$ cat src/rtl/fft_pkg.sv
// Shared constants, FSM states, result record and magnitude helper for the FFT bin sequencer.
// Latency: not applicable (declarations and a combinational helper only).
// Backpressure: not applicable.
package fft_pkg;

    localparam int DW  = 9;       // signed width of FFT real/imag outputs
    localparam int NPT = 8;       // bins per sweep
    localparam int BW  = 3;       // bin index width
    localparam int MW  = DW + 1;  // unsigned L1 magnitude width

    typedef enum logic [1:0] {
        IDLE  = 2'd0,
        SWEEP = 2'd1,
        DRAIN = 2'd2
    } state_t;

    // One captured bin as it travels through the result buffer
    typedef struct packed {
        logic        [BW-1:0] bin;
        logic signed [DW-1:0] re;
        logic signed [DW-1:0] im;
        logic        [MW-1:0] mag;
    } res_t;

    // |re|+|im|; abs is taken at DW+1 bits so the most negative input (-256) becomes +256,
    // and the sum of two such values (512) still fits in MW bits without saturation.
    function automatic logic [MW-1:0] l1_mag(input logic signed [DW-1:0] re,
                                             input logic signed [DW-1:0] im);
        logic signed [DW:0] re_x;
        logic signed [DW:0] im_x;
        logic        [DW:0] re_a;
        logic        [DW:0] im_a;
        re_x = {re[DW-1], re};
        im_x = {im[DW-1], im};
        re_a = re_x[DW] ? -re_x : re_x;
        im_a = im_x[DW] ? -im_x : im_x;
        return re_a + im_a;
    endfunction

endpackage

$ cat src/rtl/fft_res_fifo.sv
// Generic synchronous FIFO with occupancy count, full and empty flags.
// Latency: a written entry is visible at the head one clock after the write; head is read combinationally.
// Backpressure: writes are dropped when full and reads ignored when empty; the producer must honour full/count.
module fft_res_fifo #(
    parameter int WIDTH = 31,
    parameter int DEPTH = 4
) (
    input  logic                       clk,
    input  logic                       rst,
    input  logic                       wr_vld,
    input  logic [WIDTH-1:0]           wr_dat,
    input  logic                       rd_rdy,
    output logic [WIDTH-1:0]           rd_dat,
    output logic [$clog2(DEPTH):0]     count,
    output logic                       full,
    output logic                       empty
);

    localparam int AW = $clog2(DEPTH);

    logic [WIDTH-1:0] mem [DEPTH];
    logic [AW-1:0]    wptr;
    logic [AW-1:0]    rptr;
    logic             do_wr;
    logic             do_rd;

    assign full   = (count == (AW+1)'(DEPTH));
    assign empty  = (count == '0);
    assign do_wr  = wr_vld && !full;
    assign do_rd  = rd_rdy && !empty;
    assign rd_dat = mem[rptr];

    // Storage array; contents need no reset because empty gates every consumer
    always_ff @(posedge clk) begin
        if (do_wr) begin
            mem[wptr] <= wr_dat;
        end
    end

    // Pointer and occupancy bookkeeping; pointers wrap naturally at the power-of-two depth
    always_ff @(posedge clk or posedge rst) begin
        if (rst) begin
            wptr  <= '0;
            rptr  <= '0;
            count <= '0;
        end else begin
            if (do_wr) begin
                wptr <= wptr + 1'b1;
            end
            if (do_rd) begin
                rptr <= rptr + 1'b1;
            end
            case ({do_wr, do_rd})
                2'b10:   count <= count + 1'b1;
                2'b01:   count <= count - 1'b1;
                default: count <= count;
            endcase
        end
    end

endmodule

$ cat src/rtl/fft_bin_sequencer.sv
// Sweeps the FFT core's bin select 0..NPT-1, captures each bin with its tag and L1 magnitude, tracks the peak bin.
// Latency: start sampled at edge E0 -> first beat valid after E2; with m_ready held high, beats are back-to-back.
// Backpressure: full valid/ready; issue is credit-gated on FIFO occupancy plus in-flight bins, so nothing drops.
module fft_bin_sequencer
    import fft_pkg::*;
#(
    parameter int FIFO_DEPTH = 4
) (
    input  logic                 clk,
    input  logic                 rst,
    input  logic                 start,
    output logic [BW-1:0]        sel,
    input  logic signed [DW-1:0] yr,
    input  logic signed [DW-1:0] yi,
    output logic                 m_valid,
    input  logic                 m_ready,
    output logic [BW-1:0]        m_bin,
    output logic signed [DW-1:0] m_re,
    output logic signed [DW-1:0] m_im,
    output logic [MW-1:0]        m_mag,
    output logic                 m_last,
    output logic                 busy,
    output logic                 done,
    output logic [BW-1:0]        peak_bin,
    output logic [MW-1:0]        peak_mag
);

    localparam int              CW       = $clog2(FIFO_DEPTH) + 1;
    localparam logic [BW-1:0]   LAST_BIN = BW'(NPT - 1);
    localparam logic [CW:0]     DEPTH_C  = (CW+1)'(FIFO_DEPTH);

    state_t          state;
    logic [BW-1:0]   k;
    logic [BW-1:0]   issue_bin;
    logic            issue;
    logic            credit_ok;
    logic            p1_vld;
    logic            p2_vld;
    logic [BW-1:0]   p1_bin;
    logic [BW-1:0]   p2_bin;
    logic [1:0]      in_flight;
    logic [CW:0]     occ_sum;
    logic [CW-1:0]   fifo_cnt;
    logic            fifo_full;
    logic            fifo_empty;
    res_t            wr_dat;
    res_t            head;
    logic            hs_last;

    // Credit: bins already issued but not yet in the FIFO still need a slot reserved
    assign in_flight = {1'b0, p1_vld} + {1'b0, p2_vld};
    assign occ_sum   = {1'b0, fifo_cnt} + {{(CW-1){1'b0}}, in_flight};
    assign credit_ok = !fifo_full && (occ_sum < DEPTH_C);

    // Bin 0 goes out on the start edge itself (pipeline and FIFO are empty in IDLE)
    assign issue     = ((state == IDLE) && start) || ((state == SWEEP) && credit_ok);
    assign issue_bin = (state == IDLE) ? '0 : k;

    assign busy    = (state != IDLE);
    assign m_valid = !fifo_empty;
    assign m_bin   = m_valid ? head.bin : '0;
    assign m_re    = m_valid ? head.re  : '0;
    assign m_im    = m_valid ? head.im  : '0;
    assign m_mag   = m_valid ? head.mag : '0;
    assign m_last  = m_valid && (head.bin == LAST_BIN);
    assign hs_last = m_valid && m_ready && m_last;

    // Record written when the tag from two issues ago meets the core's registered output
    always_comb begin
        wr_dat     = '0;
        wr_dat.bin = p2_bin;
        wr_dat.re  = yr;
        wr_dat.im  = yi;
        wr_dat.mag = l1_mag(yr, yi);
    end

    fft_res_fifo #(
        .WIDTH ($bits(res_t)),
        .DEPTH (FIFO_DEPTH)
    ) u_fifo (
        .clk    (clk),
        .rst    (rst),
        .wr_vld (p2_vld),
        .wr_dat (wr_dat),
        .rd_rdy (m_ready),
        .rd_dat (head),
        .count  (fifo_cnt),
        .full   (fifo_full),
        .empty  (fifo_empty)
    );

    // Sweep control: IDLE -> SWEEP on start, SWEEP -> DRAIN after the last issue, DRAIN -> IDLE on last handshake
    always_ff @(posedge clk or posedge rst) begin
        if (rst) begin
            state <= IDLE;
            done  <= 1'b0;
        end else begin
            done <= 1'b0;
            case (state)
                IDLE: begin
                    if (start) begin
                        state <= SWEEP;
                    end
                end
                SWEEP: begin
                    if (issue && (issue_bin == LAST_BIN)) begin
                        state <= DRAIN;
                    end
                end
                DRAIN: begin
                    if (hs_last) begin
                        state <= IDLE;
                        done  <= 1'b1;
                    end
                end
                default: state <= IDLE;
            endcase
        end
    end

    // Bin issue and the two-stage tag pipeline that tracks the core's one-cycle output register
    always_ff @(posedge clk or posedge rst) begin
        if (rst) begin
            k      <= '0;
            sel    <= '0;
            p1_vld <= 1'b0;
            p1_bin <= '0;
            p2_vld <= 1'b0;
            p2_bin <= '0;
        end else begin
            p1_vld <= issue;
            p2_vld <= p1_vld;
            p2_bin <= p1_bin;
            if (issue) begin
                sel    <= issue_bin;
                k      <= issue_bin + 1'b1;
                p1_bin <= issue_bin;
            end
        end
    end

    // Peak tracking at FIFO write: strictly-greater replaces, so ties keep the earlier bin
    always_ff @(posedge clk or posedge rst) begin
        if (rst) begin
            peak_bin <= '0;
            peak_mag <= '0;
        end else if ((state == IDLE) && start) begin
            peak_bin <= '0;
            peak_mag <= '0;
        end else if (p2_vld && ((p2_bin == '0) || (wr_dat.mag > peak_mag))) begin
            peak_bin <= p2_bin;
            peak_mag <= wr_dat.mag;
        end
    end

endmodule

$ cat config.mk
export PLATFORM = sky130hd
export DESIGN_NAME = fft_bin_sequencer
export DESIGN_NICKNAME = d
export VERILOG_FILES = /design/src/rtl/fft_pkg.sv /design/src/rtl/fft_res_fifo.sv /design/src/rtl/fft_bin_sequencer.sv
export SDC_FILE = /design/constraint.sdc
export NUM_CORES = 1
export LEC_CHECK = 0
export ABC_CLOCK_PERIOD_IN_PS = 5500
export CAP_MARGIN = 20
export CORE_ASPECT_RATIO = 1.2
export CORE_MARGIN = 1.5
export CORE_UTILIZATION = 55
export DETAILED_ROUTE_END_ITERATION = 8
export DONT_BUFFER_PORTS = 1
export GPL_TIMING_DRIVEN = 1
export PLACE_DENSITY = 0.7
export REMOVE_ABC_BUFFERS = 1
export SLEW_MARGIN = 20
export SYNTH_ARGS = -nofsm -noshare
export SYNTH_HDL_FRONTEND = slang
export SYNTH_SLANG_ARGS = --single-unit
$ cat constraint.sdc
create_clock -name clk -period 5.5 [get_ports clk]
set_clock_uncertainty 0.15 [all_clocks]
set_input_delay 0.825 -clock clk [delete_from_list [all_inputs] [get_ports clk]]
set_output_delay 0.825 -clock clk [all_outputs]
set_load 0.01 [all_outputs]
==> results.toml <==
[run_status]
status = "completed"

[floorplan]
rows = 45
dieArea_mm2 = 0.0135
start_util = 0.560
core-area_mm2 = 0.0126
die_y_um = 127
boundaryPins = 73
fp.dieW_um = 106

[detailed_routing]
routedWlPerCell_um = 20.8
top_layer_used = "met4"
vias = 3714
drt_iter0_drc = 156
wl_met3_um = 649
drc = 0
met1_length_mm = 5.25
ant_nets = 0
wirelength_mm = 13.1
drtPass1Iterations = 4
dr_wl_met2_mm = 7.07
vias_per_cell = 5.90

[global_route]
grt_usage = 0.210
gr-total-overflow = 0
antenna_found_initial = 0
grt_pass1_vias = 3933
grt_pass1_wl_mm = 21.0
grt_max_degree = 35

[timing]
fin_hold_ws_ns = 0.244
hold_viol_final = 0
drv_slew = 0
fmax_ghz = 0.220
fin_crit_sh = 0.825
rsz0062_at_grt = "false"
slew_headroom = 0.522
tightest_slew_ns = 0.710
setup_viol = 0
min_period_ns = 4.54
final.setup.tns_ns = 0

[finish]
nNetsFinal = 506
register_area_mm2 = 0.00458
fillers = 909
design_area_mm2 = 0.00787
final_util = 0.627
multi_input_area_mm2 = 0.00229
syn2layout_area_growth_pct = 11.9
n_antenna_cell = 0
drive_above_1_share = 0.163

[clocking]
ctsHoldBuffers = 0
cts_tree = "yes"
post_cts_resized = 0
cts_buffers = 17
cts_root_buffer = "clkbuf_16"
cts_buffer_depth = 2
clk_latency_ns = 0.41
cts_sinks = 158
cts_setup_buffers = 0
clk_pin_slew_worst_paths_ns = 0.06
htree_levels = 4

[synthesis]
ys_async_sr_fraction = 0.215
synth_cells = 440
ys.flop_type = "edfxtp_1"
yosysSeqAreaShare = 0.650
syn_avg_cell_area_um2 = 16.0
ys_ff_latch = 158
synth_cell_types = 45
ys_warn_count = 0
synth_edf_count = 124
syn_area_mm2 = 0.00703

[power_and_ir_drop]
p_leak_uw = 0.00290
ir_drop_mv = 0.298
p_per_area_mw_per_mm2 = 584
clock_power_share = 0.267
netSwitchingPower_uw = 1480
switching_share = 0.321
p_comb_frac = 0.321
seqPwrFrac = 0.413
power.total_uw = 4600
internal_power_uw = 3120

[setup_path]
worstSetupPathType = "in2reg"
critPathLaunchType = "input pin"
endpoint_kind = "register"
worstPathMaxFanout = 13
arrival_ns = 4.73
worstPathRequired_ns = 5.69

[placement]
dp_hpwl_mm = 8.70
gp_congestion = 0.906
numPortBuffers = 0
dpl_cell_area_mm2 = 0.00722

[job]
drv_cap = 0

[min_path]
min_path_type = "reg2reg"
[worst paths after layout]
check / depth (start not counted) / from / end / slack (ns)
min reg2reg: 0 / p1_vld / p2_vld / 0.24
min in group asynchronous: 2 / rst / peak_mag[6] / 0.25
max in group asynchronous: 2 / rst / u_fifo.rptr[0] / 4.62
max: 14 / yi[1] / peak_bin[0] / 0.96
min: 0 / p1_vld / p2_vld / 0.24
max reg2reg: 8 / u_fifo.count[0] / u_fifo.count[2] / 2.85
[flip-flops by register name (all words and copies together), names as in the netlist]
| name | flops |
|---|---|
| done | 1 |
| u_fifo.mem | 124 |
| p1_vld | 1 |
| peak_mag | 10 |
| peak_bin | 3 |
| k | 3 |
| p2_vld | 1 |
| u_fifo.rptr | 2 |
| p2_bin | 3 |
| u_fifo.count | 3 |
| state | 2 |
| p1_bin | 3 |
| u_fifo.wptr | 2 |
[power groups by stage]
stage | logic [uW] | clock network, uW | registers [uW]
floorplan | 1140 | 0 | 1890
global placement | 1460 | 0 | 1910
detailed placement | 1500 | 0 | 1930
CTS | 1510 | 1250 | 1910
global route | 1640 | 1290 | 1940
finish | 1480 | 1230 | 1900
[Yosys cell counts, drive strengths merged, types with 2 or more instances]
| cell type | count | area, um2 |
|---|---|---|
| a21o | 5 | 37.5 |
| a21oi | 9 | 45.0 |
| a22o | 13 | 114 |
| a31oi | 3 | 25.0 |
| and2 | 37 | 234 |
| and4 | 2 | 17.5 |
| buf | 9 | 52.6 |
| clkbuf | 4 | 15.0 |
| dfrtp | 34 | 851 |
| edfxtp | 124 | 3720 |
| fa | 2 | 40.0 |
| ha | 29 | 363 |
| inv | 28 | 105 |
| mux2 | 2 | 22.5 |
| mux4 | 31 | 698 |
| nand2 | 24 | 92.6 |
| nand2b | 7 | 43.8 |
| nand3 | 2 | 10.0 |
| nand4 | 2 | 12.5 |
| nor2 | 8 | 30.0 |
| nor2b | 4 | 25.0 |
| nor3 | 3 | 15.0 |
| nor4b | 2 | 17.5 |
| o2111ai | 2 | 17.5 |
| o211ai | 4 | 30.0 |
| o21a | 2 | 15.0 |
| o21ai | 10 | 50.1 |
| o31ai | 3 | 22.5 |
| or3 | 3 | 18.8 |
| xnor2 | 18 | 158 |
| xor2 | 6 | 52.6 |
[layer usage]
layer / global-route usage / up-vias
li1: - / 1695
met1: 0.248 / 1917
met2: 0.371 / 91
met3: 0.0540 / 11
met4: 0.0723 / 0
met5: 0 / -
[area by class of cell]
cell class | count | share of cell area
clock buffers | 25 | 0.0700
clock inverters | 7 | 0.0119
inverters | 28 | 0.0134
multi-input cells | 241 | 0.291
flip-flops and latches | 158 | 0.581
well taps | 164 | 0.0261
repair buffers | 7 | 0.00668
[critical path: stages]
cell,delay (ns)
or3_1,0.39
o31ai_1,0.26
xnor2_1,0.17
ha_1,0.31
a21oi_1,0.29
nand2_1,0.10
o221ai_1,0.23
xnor2_1,0.33
ha_1,0.37
a211o_1,0.27
o211ai_1,0.14
o2111ai_1,0.19
a31oi_2,0.59
a22o_1,0.25
[cell usage in the layout (no fill, tap or decap), types with 2 or more instances in the layout]
cell and n:
nand4_1 2, nor2b_1 4, o21ai_0 10, a22o_1 13
mux2_2 2, clkinv_2 2, edfxtp_1 124, o31ai_1 3
nand3_1 2, clkbuf_16 21, nand2_1 23, xor2_1 6
o2111ai_1 2, dfrtp_1 33, nor3_1 3, nor4b_1 2
fa_1 2, xnor2_1 18, nor2_1 8, clkinv_4 2
bufinv_16 2, clkbuf_1 3, o211ai_1 4, inv_1 28
o21a_1 2, a31oi_1 2, nand2b_1 7, mux4_2 31
buf_4 7, a21oi_1 9, ha_1 29, or3_1 2
and2_1 36, and4_1 2, a21o_1 5
[through the flow]
step,instances,setup slack (ns)
4_1_cts,630,0.979
3_3_place_gp,598,0.764
6_report,630,0.960
3_5_place_dp,598,0.548
2_1_floorplan,427,1.21
5_1_grt,630,0.698
[cell families after synthesis]
group	after synthesis	synth area share
simple gates	96	0.0761
mux	34	0.104
fa+ha+maj	31	0.0573
xor+xnor	24	0.0299
flops	158	0.650
buf+inv	41	0.0245
compound gates	56	0.0578
No activity file was read; power rests on OpenSTA's default activity.
